[src/rtl/pipe_pkg.sv]
// Shared types for the pipeline-stage register.
// pipe_state_t encodes how many entries the stage currently holds:
//   PS_EMPTY - nothing held, out_valid low
//   PS_ONE   - main entry valid
//   PS_FULL  - main and skid entries valid, in_ready low
package pipe_pkg;

    typedef enum logic [1:0] {
        PS_EMPTY,
        PS_ONE,
        PS_FULL
    } pipe_state_t;

endpackage

[src/rtl/n_bit_reg_wclr.sv]
// Generic n-bit register with write enable and synchronous clear.
// Ports:
//   clk     - rising-edge clock
//   reset_n - asynchronous active-low reset, loads RESET_VALUE
//   clear   - synchronous clear, loads CLR_VALUE; wins over wen
//   wen     - write enable, loads data_i
//   data_i  - next value
//   data_o  - registered value
module n_bit_reg_wclr #(
    parameter int             n           = 32,
    parameter logic [n-1:0]   RESET_VALUE = '0,
    parameter logic [n-1:0]   CLR_VALUE   = '0
) (
    input  logic         clk,
    input  logic         reset_n,
    input  logic         clear,
    input  logic         wen,
    input  logic [n-1:0] data_i,
    output logic [n-1:0] data_o
);

    always_ff @(posedge clk or negedge reset_n) begin
        if (!reset_n) begin
            data_o <= RESET_VALUE;
        end else if (clear) begin
            data_o <= CLR_VALUE;
        end else if (wen) begin
            data_o <= data_i;
        end
    end

endmodule

[src/rtl/pipe_stage_reg.sv]
// Pipeline-stage register with valid/ready handshake and a 2-entry skid
// buffer, giving one transfer per cycle under streaming and absorbing one
// extra beat when downstream stalls. All outputs are decoded from registers
// only, so there is no combinational input-to-output path.
// Ports:
//   clk       - rising-edge clock
//   reset_n   - asynchronous active-low reset
//   flush     - synchronous kill of all held entries (beats any transfer)
//   in_valid  - upstream presents data_i
//   in_ready  - stage can accept this cycle
//   data_i    - upstream payload
//   out_valid - data_o is valid
//   out_ready - downstream accepts this cycle
//   data_o    - head payload (main entry)
//   count     - entries held: 0, 1 or 2
module pipe_stage_reg
    import pipe_pkg::*;
#(
    parameter int               WIDTH       = 32,
    parameter logic [WIDTH-1:0] RESET_VALUE = '0,
    parameter logic [WIDTH-1:0] FLUSH_VALUE = '0
) (
    input  logic             clk,
    input  logic             reset_n,
    input  logic             flush,
    input  logic             in_valid,
    output logic             in_ready,
    input  logic [WIDTH-1:0] data_i,
    output logic             out_valid,
    input  logic             out_ready,
    output logic [WIDTH-1:0] data_o,
    output logic [1:0]       count
);

    pipe_state_t      state;
    pipe_state_t      state_next;
    logic             accept;
    logic             deliver;
    logic             main_wen;
    logic             skid_wen;
    logic [WIDTH-1:0] main_d;
    logic [WIDTH-1:0] main_q;
    logic [WIDTH-1:0] skid_q;

    assign accept  = in_valid & in_ready;
    assign deliver = out_valid & out_ready;

    // Next-state and entry-write decode. Flush is applied separately: it
    // forces the state to EMPTY and clears both entries inside the
    // registers, so the writes decoded here are simply overridden.
    always_comb begin
        state_next = state;
        main_wen   = 1'b0;
        skid_wen   = 1'b0;
        main_d     = data_i;
        case (state)
            PS_EMPTY: begin
                if (accept) begin
                    state_next = PS_ONE;
                    main_wen   = 1'b1;
                end
            end
            PS_ONE: begin
                if (accept && deliver) begin
                    main_wen = 1'b1;
                end else if (accept) begin
                    state_next = PS_FULL;
                    skid_wen   = 1'b1;
                end else if (deliver) begin
                    state_next = PS_EMPTY;
                end
            end
            PS_FULL: begin
                // in_ready is low here, so only a delivery can happen;
                // the skid entry moves up to the head.
                if (deliver) begin
                    state_next = PS_ONE;
                    main_wen   = 1'b1;
                    main_d     = skid_q;
                end
            end
            default: begin
                state_next = PS_EMPTY;
            end
        endcase
    end

    always_ff @(posedge clk or negedge reset_n) begin
        if (!reset_n) begin
            state <= PS_EMPTY;
        end else if (flush) begin
            state <= PS_EMPTY;
        end else begin
            state <= state_next;
        end
    end

    n_bit_reg_wclr #(
        .n           (WIDTH),
        .RESET_VALUE (RESET_VALUE),
        .CLR_VALUE   (FLUSH_VALUE)
    ) u_main (
        .clk     (clk),
        .reset_n (reset_n),
        .clear   (flush),
        .wen     (main_wen),
        .data_i  (main_d),
        .data_o  (main_q)
    );

    n_bit_reg_wclr #(
        .n           (WIDTH),
        .RESET_VALUE (RESET_VALUE),
        .CLR_VALUE   (FLUSH_VALUE)
    ) u_skid (
        .clk     (clk),
        .reset_n (reset_n),
        .clear   (flush),
        .wen     (skid_wen),
        .data_i  (data_i),
        .data_o  (skid_q)
    );

    always_comb begin
        out_valid = (state != PS_EMPTY);
        in_ready  = (state != PS_FULL);
        data_o    = main_q;
        case (state)
            PS_ONE:  count = 2'd1;
            PS_FULL: count = 2'd2;
            default: count = 2'd0;
        endcase
    end

endmodule

[config.mk]
export PLATFORM = sky130hd
export DESIGN_NAME = pipe_stage_reg
export DESIGN_NICKNAME = d
export VERILOG_FILES = /design/src/rtl/pipe_pkg.sv /design/src/rtl/n_bit_reg_wclr.sv /design/src/rtl/pipe_stage_reg.sv
export SDC_FILE = /design/constraint.sdc
export NUM_CORES = 1
export LEC_CHECK = 0
export BUFFER_PORTS_ARGS = -buffer_cell sky130_fd_sc_hd__buf_2
export CORE_UTILIZATION = 30
export DETAILED_ROUTE_END_ITERATION = 7
export SLEW_MARGIN = 40
export SYNTH_ARGS = -nofsm -noshare
export SYNTH_HDL_FRONTEND = slang
export SYNTH_SLANG_ARGS = --single-unit
[constraint.sdc]
create_clock -name clk -period 1.94 [get_ports clk]
set_clock_uncertainty 0.1 [all_clocks]
set_input_delay 0 -clock clk [delete_from_list [all_inputs] [get_ports clk]]
set_output_delay 0 -clock clk [all_outputs]
set_load 0.05 [all_outputs]
# --- Word level (Yosys, flattened, before mapping) ---
# Index checks and enable logic that the tools add are counted.
totals:
  ff_bits: 66
  wordCells: 38
classes:
  reduce_logical: 6
  n_bitwise: 2
  mux: 20
  n_eq_ne: 7
op_table:
  columns: ["op", "count"]
  rows:
  - ["$mux W32", 6]
  - ["$mux W2", 6]
  - ["$ne A3 B3 Y1 const B", 3]
  - ["$pmux W2 S3", 1]
  - ["$reduce_bool A2 Y1", 3]
  - ["$mux W1", 5]
  - ["$ne A4 B4 Y1 const B", 1]
  - ["$pmux W2 S2", 1]
  - ["$reduce_and A4 Y1", 1]
  - ["$pmux W1 S3", 1]
  - ["$and A1 B1 Y1", 2]
  - ["$eq A2 B1 Y1 const B", 1]
  - ["$eq A2 B2 Y1 const B", 1]
  - ["$logic_not A2 Y1", 1]
  - ["$ne A2 B2 Y1 const B", 1]
  - ["$logic_and A1 B1 Y1", 1]

# --- Logic depth before layout (Yosys ltp) ---
# Gate-level depths: netlist of the first run.
logic_depth:
  ltp_word: 7
  depth_mapped: 6
  ltp_nobuf: 4

# --- By module ---
# From an unflattened synthesis of the first run, not the netlist that was laid out.
unflattened:
  hier_cells: 258
  hier_area_um2: 3224.3
by_module_without_submodules:
  columns: ["mod", "area_per_inst_um2", "seq_area_each_um2", "cells_per_inst", "n_inst"]
  rows:
  - ["n_bit_reg_wclr", 1323.8, 800.8, 103, 2]
  - ["pipe_stage_reg", 576.8, 50.0, 52, 1]

# --- Least setup slack after synthesis of the first run ---
# OpenSTA, ideal clock, no wires.
synth_timing:
  path_kind: "register to register"
  startpoint: "register state[1]"
  endpoint: "register state[1]"
  path_buffers: 0
  path_slack_ns: -0.177
  t_required_ns: 1.746
  period_less_slack_ns: 2.117
  setup_ns: 0.094
  stages_incl_launch_ff: 4
  t_arrival_ns: 1.923
  path_cell_list: "dfrtp_1 nor2b_1 inv_1 a211oi_1"
synth_via:
  elab_chain_cells: 6
  elab_cells_between_ends: 17
  cone_classes: "eq/ne (7); mux (4); bitwise (2); reduce/logical (4)"
synth_rtl:
  columns: ["element", "line", "text"]
  rows:
  - ["start: declaration", "pipe_stage_reg.sv:35", "pipe_state_t state;"]
  - ["start signal: assignment", "pipe_stage_reg.sv:94", "state <= state_next;"]
  - ["$ne A2 B2 Y1 *", "pipe_stage_reg.sv:126", "in_ready = (state != PS_FULL);"]
  - ["via in_ready", "pipe_stage_reg.sv:27", "output logic in_ready,"]
  - ["$and A1 B1 Y1 *", "pipe_stage_reg.sv:45", "assign accept = in_valid & in_ready;"]
  - ["$mux W2", "pipe_stage_reg.sv:66", "end else if (accept) begin"]
  - ["$mux W2", "pipe_stage_reg.sv:64", "if (accept && deliver) begin"]
  - ["$pmux W2 S3", "pipe_stage_reg.sv:56", "case (state)"]
  - ["$mux W2", "pipe_stage_reg.sv:91", "end else if (flush) begin"]
# Mark *: on every way through the listed nets, which the timed path passes. The rest lies on a longest branch. The select of a mux whose other input is x is not followed.
# A chain may end at the register's enable or synchronous reset.

# --- Worst setup path in the final report of the first run ---
layout_timing:
  startpoint: "register state[1]"
  endpoint: "register u_main.data_o[14]"
layout_via:
  elab_chain_cells: 6
  elab_cells_between_ends: 17
  cone_classes: "eq/ne (3); mux (8); bitwise (2); reduce/logical (4)"
layout_rtl:
  columns: ["element", "line", "text"]
  rows:
  - ["$ne A2 B2 Y1 / $reduce_bool A2 Y1 (equally long branches)", "pipe_stage_reg.sv:126, pipe_stage_reg.sv:125", null]
  - ["$and A1 B1 Y1, on equally long branches", "pipe_stage_reg.sv:45, pipe_stage_reg.sv:46", null]
  - ["$logic_and A1 B1 Y1 / $mux W32 (equally long branches)", "pipe_stage_reg.sv:64, pipe_stage_reg.sv:76", null]
  - ["$mux W1 / $mux W32 (equally long branches)", "pipe_stage_reg.sv:64, pipe_stage_reg.sv:56", null]
  - ["$pmux W1 S3 / $mux W32 (equally long branches)", "pipe_stage_reg.sv:56, n_bit_reg_wclr.sv:27", null]
  - ["$reduce_bool A2 Y1 (no line) / $mux W32 (equally long branches)", null, null]
  - ["end signal: assignment", "n_bit_reg_wclr.sv:28", "data_o <= data_i;"]
  - ["end: declaration", "n_bit_reg_wclr.sv:19", "output logic [n-1:0] data_o"]
# Several ways; a longest one is shown, not always the timed one. The select of a mux whose other input is x is not followed.

==> results.toml, run 1 <==
[synth]
seq_area_frac_synth = 0.525
synthArstFlopShare = 1.00
synth.avg_cell_area_sq_um = 11.9
synth_cell_types = 25
synth.top_cell.area_share = 0.525
ys_top_cells_by_area = "dfrtp_1 (53%), o2bb2ai_2 (14%), mux2i_1 (10%)"
postSynthCellCount = 264
synthesis.yosys.warnings = 0
synthesis.area_sq_mm = 0.00314
post-synth-top-area-cell = "dfrtp_1"
synth_enable_flop_cells = 0
yosys.cell_count.top_type = "dfrtp_1"
synth.top_cells.by_count = "dfrtp_1 (66), nand2_1 (64), a21oi_1 (32), mux2i_1 (32), o2bb2ai_2 (30)"
synth_ff_type = "dfrtp_1"
synth_fp_nets = 301
synth_seq_cells = 66

[power]
peakVddDrop_v = 0.000349
p_leak_nw = 2.12
total_power_w = 0.00346
cellPowerDensity_mw_per_mm2 = 822

[detailed_routing]
dr.first_iter.drc_count = 73
vias_per_inst = 4.61
post_drt_wl_per_cell_microns = 14.6
via_count = 2354
drtAntennaViolNets = 0
drt_wl_total_microns = 7470
first_pass_iters = 4
drc = 0

[cells_and_area]
post_route_cells_drive_above_1_share = 0.360
areaGrowthSynthToFinish_pct = 34.0
antenna_diode_instance_count = 0
design.final.nets = 410

[setup_path]
worst_r2r_endpoint = "u_main.data_o[14]"
crit-reg2reg-launch = "state[1]"
worst-endpoint-arrival_ps = 1850
startpoint_types = "register"
timing.critical_path.to_type = "register"
worst-setup-path-type = "reg2reg"
timing.critical_path.depth = 4
worst_r2r_path_depth = 4
r2r_slack_ps = 190
timing.critical_path.cells = "nand3b_1, buf_4, mux2i_1, o2bb2ai_2"
path_buf_inv = 1
critical-path-slowest-cell = "buf_4"
critical_path.max_fanout = 33
worst-endpoint-required_ps = 2040
worst_path_dominant_cell_family = "buffers and inverters"
cpPeakStageDelay_ps = 510

[sta]
tns_ps = 0
timing.final.crit_share = 0.900
final_max_slew_viol_count = 0
setup_viol_count_final = 0
setup_repair_after_global_routing_missed_its_margin = "no"
final_hold_viol_count = 0
worst_slew_margin_rel = 0.611
final.min_clock_period_ps = 1750
worstMarginPinSlew_ps = 583
maximum_clock_frequency_ghz = 0.573

[floorplan]
core_sq_mm = 0.00995
num_rows = 36
die-area_sq_mm = 0.0109
pin_count = 73
floorplan.initialDensity = 0.316
die_w_microns = 104
die_height_microns = 104

[job]
max_cap_violations = 0

[hold_path]
hp-class = "in2async"

[clock_network]
worst_setup_hold_path_clk_slew_ps = 80
cts_buffers = 9
cts_tree = "built"
cts_setup_buffers = 0
hold_buffers = 36
cts.repair.resized = 0
clockBufferDepth = 2
cts_num_sinks = 66
clkLatencyLatePin_ps = 330
cts.root.buffer_cell = "clkbuf_8"
count_of_h_tree_levels_built_during_cts = 3

[placed_design]
dp_hpwl_microns = 4700
place.gp.congestion = 0.716
io_buffer_count = 72

[global_routing]
grt_pass1_vias = 2482
antenna_found_initial = 0
wire_length_of_the_first_global_routing_pass_microns = 12700
global_route.usage.total = 0.148
overflow = 0
grt_max_degree = 35

[status]
status = "complete, no violations"
-- placed cells by master, fill, tap and decap left out, types with 2 or more instances in the layout --
cell and instances:
o2bb2ai_1 2, buf_4 8, nor2b_2 2, a21oi_1 32
clkbuf_8 12, dfrtp_1 66, dlygate4sd3_1 36, bufinv_16 2
nand3b_1 2, buf_8 2, o2bb2ai_2 30, mux2i_1 32
buf_2 72, nand2_1 64
-- worst max path at each step --
stage / to / start
3_5_place_dp: u_main.data_o[18] / state[1]
4_1_cts: u_main.data_o[17] / state[1]
5_1_grt: u_main.data_o[9] / state[1]
2_1_floorplan: state[1] / state[1]
6_report: u_main.data_o[14] / state[1]
3_3_place_gp: u_main.data_o[0] / state[1]
-- worst reg2reg max path, delay by kind of cell (launching register included) --
kind	cells	cell delay [ps]
DFF	1	440
and+or+nand+nor	1	170
buffers and inverters	1	510
AOI/OAI and AO/OA	1	70
muxes	1	320
-- routing by layer --
metal	track usage	share of wire	wire [microns]
met1	0.183	0.45	3370
met2	0.249	0.49	3680
met3	0.0370	0.042	311
met4	0.0520	0.014	103
met5	0	0	0
-- layout make-up --
cell class	instances	area [sq um]
Inverter	1	3.75
Multi-Input combinational cell	176	1320
Clock inverter	4	72.6
Tap cell	133	166
Clock buffer	12	165
Fill cell	953	5740
Sequential cell	66	1650
Timing Repair Buffer	119	831
-- power breakdown --
group	total (W)	internal, W	leakage (nW)	switching [W]
registers	0.00149	0.00144	0.899	0.0000465
clock network	0.00137	0.000827	0.119	0.000538
logic	0.000610	0.000212	1.11	0.000398
total	0.00346	0.00248	2.12	0.000982
-- kinds of logic after synthesis --
group	count (synthesis)	share of synthesized area
simple gates	76	0.105
compound gates	67	0.210
flops	66	0.525
mux	32	0.102
buf+inv	22	0.0549
xor+xnor	1	0.00279
-- state kept, by name (all words and copies together), names as in the netlist --
register / count
state: 2
u_main.data_o: 32
u_skid.data_o: 32
-- through the flow --
stage / worst slack, ps / instance area [sq um] / utilization / hold WS [ps] / cells
after global routing: 111 / 4210 / 0.423 / 61.8 / 511
after floorplan: 201 / 3150 / - / -396 / 264
after detailed placement: 216 / 3610 / 0.363 / -124 / 459
final: 194 / 4210 / 0.423 / 24.7 / 511
after CTS: 200 / 4210 / 0.423 / 36.1 / 511
after global placement: 48.0 / 3580 / 0.360 / -135 / 457
Power figures use the tool's default switching activity.
==> run 2, diff against run 1 <==
--- a/config.mk
+++ b/config.mk
@@ -5,6 +5,7 @@
 export SDC_FILE = /design/constraint.sdc
 export NUM_CORES = 1
 export LEC_CHECK = 0
+export ABC_AREA = 1
 export BUFFER_PORTS_ARGS = -buffer_cell sky130_fd_sc_hd__buf_2
 export CORE_UTILIZATION = 30
 export DETAILED_ROUTE_END_ITERATION = 7
@@ -12,3 +13,4 @@
 export SYNTH_ARGS = -nofsm -noshare
 export SYNTH_HDL_FRONTEND = slang
 export SYNTH_SLANG_ARGS = --single-unit
+export TNS_END_PERCENT = 100
==> results.toml, run 2 <==
[sta]
final_max_slew_viol_count = 0
worst_slew_margin_rel = 0.620
final_hold_viol_count = 0
setup_repair_after_global_routing_missed_its_margin = "no"
setup_viol_count_final = 0
maximum_clock_frequency_ghz = 0.613
tns_ps = 0
timing.final.crit_share = 0.840
worstMarginPinSlew_ps = 570
final.min_clock_period_ps = 1630

[floorplan]
num_rows = 36
pin_count = 73
core_sq_mm = 0.00991
die_height_microns = 104
floorplan.initialDensity = 0.313
die-area_sq_mm = 0.0107
die_w_microns = 104

[power]
pwr-share-clk = 0.326
cellPowerDensity_mw_per_mm2 = 812
seq_pwr_share = 0.455
power.share.combinational = 0.219
peakVddDrop_v = 0.000346
swShare = 0.325
p_leak_nw = 2.29
switch_pwr_w = 0.00111
intPower_w = 0.00230

[synth]
post-synth-top-area-cell = "dfrtp_1"
yosys.cell_count.top_type = "nand2_1"
synth_ff_type = "dfrtp_1"
synth_seq_cells = 66
synth_cell_types = 18
synth_enable_flop_cells = 0
postSynthCellCount = 393
synthesis.area_sq_mm = 0.00310
synth.top_cell.area_share = 0.533
synthesis.yosys.warnings = 0
synthArstFlopShare = 1.00
synth.avg_cell_area_sq_um = 7.88
seq_area_frac_synth = 0.533
synth.top_cells.by_count = "nand2_1 (149), nand3_1 (80), dfrtp_1 (66), o21ai_0 (33), inv_1 (20)"
ys_top_cells_by_area = "dfrtp_1 (53%), nand2_1 (18%), nand3_1 (13%)"
synth_fp_nets = 430

[setup_path]
worst-endpoint-required_ps = 1840
path_buf_inv = 2
cpPeakStageDelay_ps = 500
worst_r2r_path_depth = 6
startpoint_types = "register"
worst_r2r_endpoint = "u_skid.data_o[21]"
worst_path_dominant_cell_family = "buffers and inverters"
timing.critical_path.cells = "nor2_8, buf_4, buf_2"
r2r_slack_ps = 340
critical_path.max_fanout = 15
critical-path-slowest-cell = "dfrtp_1"
timing.critical_path.depth = 3
crit-reg2reg-launch = "state[1]"
crit_end = "count[1]"
critical_path_startpoint = "state[0]"
timing.critical_path.to_type = "output port"
worst-endpoint-arrival_ps = 1530
worst-setup-path-type = "reg2out"

[clock_network]
cts_buffers = 9
worst_setup_hold_path_clk_slew_ps = 80
cts_tree = "built"
cts_num_sinks = 66
cts_setup_buffers = 0
cts.root.buffer_cell = "clkbuf_8"
count_of_h_tree_levels_built_during_cts = 3
clockBufferDepth = 2
clkLatencyLatePin_ps = 340

[global_routing]
wire_length_of_the_first_global_routing_pass_microns = 14700
antenna_found_initial = 0
global_route.usage.total = 0.171
grt_pass1_vias = 3017
overflow = 0
grt_max_degree = 57

[cells_and_area]
layout.filler_cells = 1020
layout_common_cells = "nand2_1 (149), nand3_1 (80), buf_2 (72), dfrtp_1 (66), dlygate4sd3_1 (36)"
post_route_cells_drive_above_1_share = 0.214
combined_area_of_the_multi_input_logic_cells_sq_mm = 0.00122
final_common_cell = "nand2_1"
antenna_diode_instance_count = 0
finish.instance_area_sq_mm = 0.00419
design.final.nets = 532
largestRegisters = "u_main.data_o (32), u_skid.data_o (32), state (2)"
areaGrowthSynthToFinish_pct = 35.3
regArea_sq_mm = 0.00165

[placed_design]
placedInstanceArea_sq_mm = 0.00365
place.gp.congestion = 0.781
io_buffer_count = 72
dp_hpwl_microns = 5300

[detailed_routing]
drtAntennaViolNets = 0
via_count = 2986
vias_per_inst = 4.72
dr.first_iter.drc_count = 190
drc = 0
post_drt_wl_per_cell_microns = 13.6
first_pass_iters = 4
drt_wl_total_microns = 8570

[status]
status = "complete, no violations"

[job]
max_cap_violations = 0

[hold_path]
hp-class = "in2async"
[run 2: cell types whose count changed after synthesis, sizes merged, moves of 3 or more]
cell,before,now
a21oi,32,1
buf,17,22
inv,1,24
mux2i,32,0
nand2,64,150
nand3,0,80
nor2b,3,0
o21ai,1,38
o2bb2ai,32,0
[run 2: worst register-to-register path, delay by kind of cell, from the launching register on]
family / cells / cell delay, ps
buffers and inverters: 2 / 360
flip-flops: 1 / 420
AO/OA/AOI/OAI: 2 / 410
AND/OR/NAND/NOR: 2 / 220
[run 2: cell families (layout without fill, tap and decap cells)]
kind of cell    count (synthesis)  in the layout  share of synthesized area
compound gates                 39             39                     0.0642
buf+inv                        52            158                     0.0743
simple gates                  236            236                      0.328
flops                          66             66                      0.533
[run 2: layout make-up]
class | instances | share of cell area
Clock buffer | 9 | 0.0295
Tap cell | 133 | 0.0397
Inverter | 24 | 0.0215
Clock inverter | 6 | 0.0140
Timing Repair Buffer | 119 | 0.209
Sequential cell | 66 | 0.394
Multi-Input combinational cell | 275 | 0.292
[run 2: worst min-delay path by stage]
stage | from | endpoint | slack (ps) | depth (start not counted)
finish | reset_n | state[0] | 90 | 2
CTS | reset_n | state[0] | 100 | 2
global route | reset_n | state[0] | 120 | 2
global placement | reset_n | u_main.data_o[19] | -70 | 1
floorplan | reset_n | state[0] | -400 | 0
detailed placement | reset_n | u_main.data_o[19] | -70 | 1
[run 2: metal layers]
metal | vias up | global-route usage | share of wire
met4 | 0 | 0.0621 | 0.0098
met5 | - | 0 | 0
met2 | 89 | 0.282 | 0.48
met3 | 9 | 0.0422 | 0.054
met1 | 1423 | 0.217 | 0.45
li1 | 1465 | - | -
[run 2: power groups by stage]
stage / combinational [W] / sequential, W / clock [W]
2_1_floorplan: 0.000281 / 0.00175 / 0
3_5_place_dp: 0.000691 / 0.00157 / 0
5_1_grt: 0.000815 / 0.00156 / 0.00120
6_report: 0.000745 / 0.00155 / 0.00111
3_3_place_gp: 0.000682 / 0.00157 / 0
4_1_cts: 0.000751 / 0.00155 / 0.00115
[run 2: what timing repair did]
| item | CTS | global route |
|---|---|---|
| hold endpoints to repair | 117 | 0 |
| resized for setup | 0 | 0 |
| hold buffers | 36 | 0 |
[run 2: metrics by stage]
stage                     std cells  power [W]  setup slack [ps]   util  hold slack [ps]
final                           632    0.00341               310  0.423             89.4
after global routing            632    0.00358               221  0.423              115
after CTS                       632    0.00345               304  0.423             97.3
after detailed placement        581    0.00227               364  0.368            -68.1
after global placement          581    0.00225               429  0.368            -73.5
after floorplan                 393    0.00203               257      -             -396
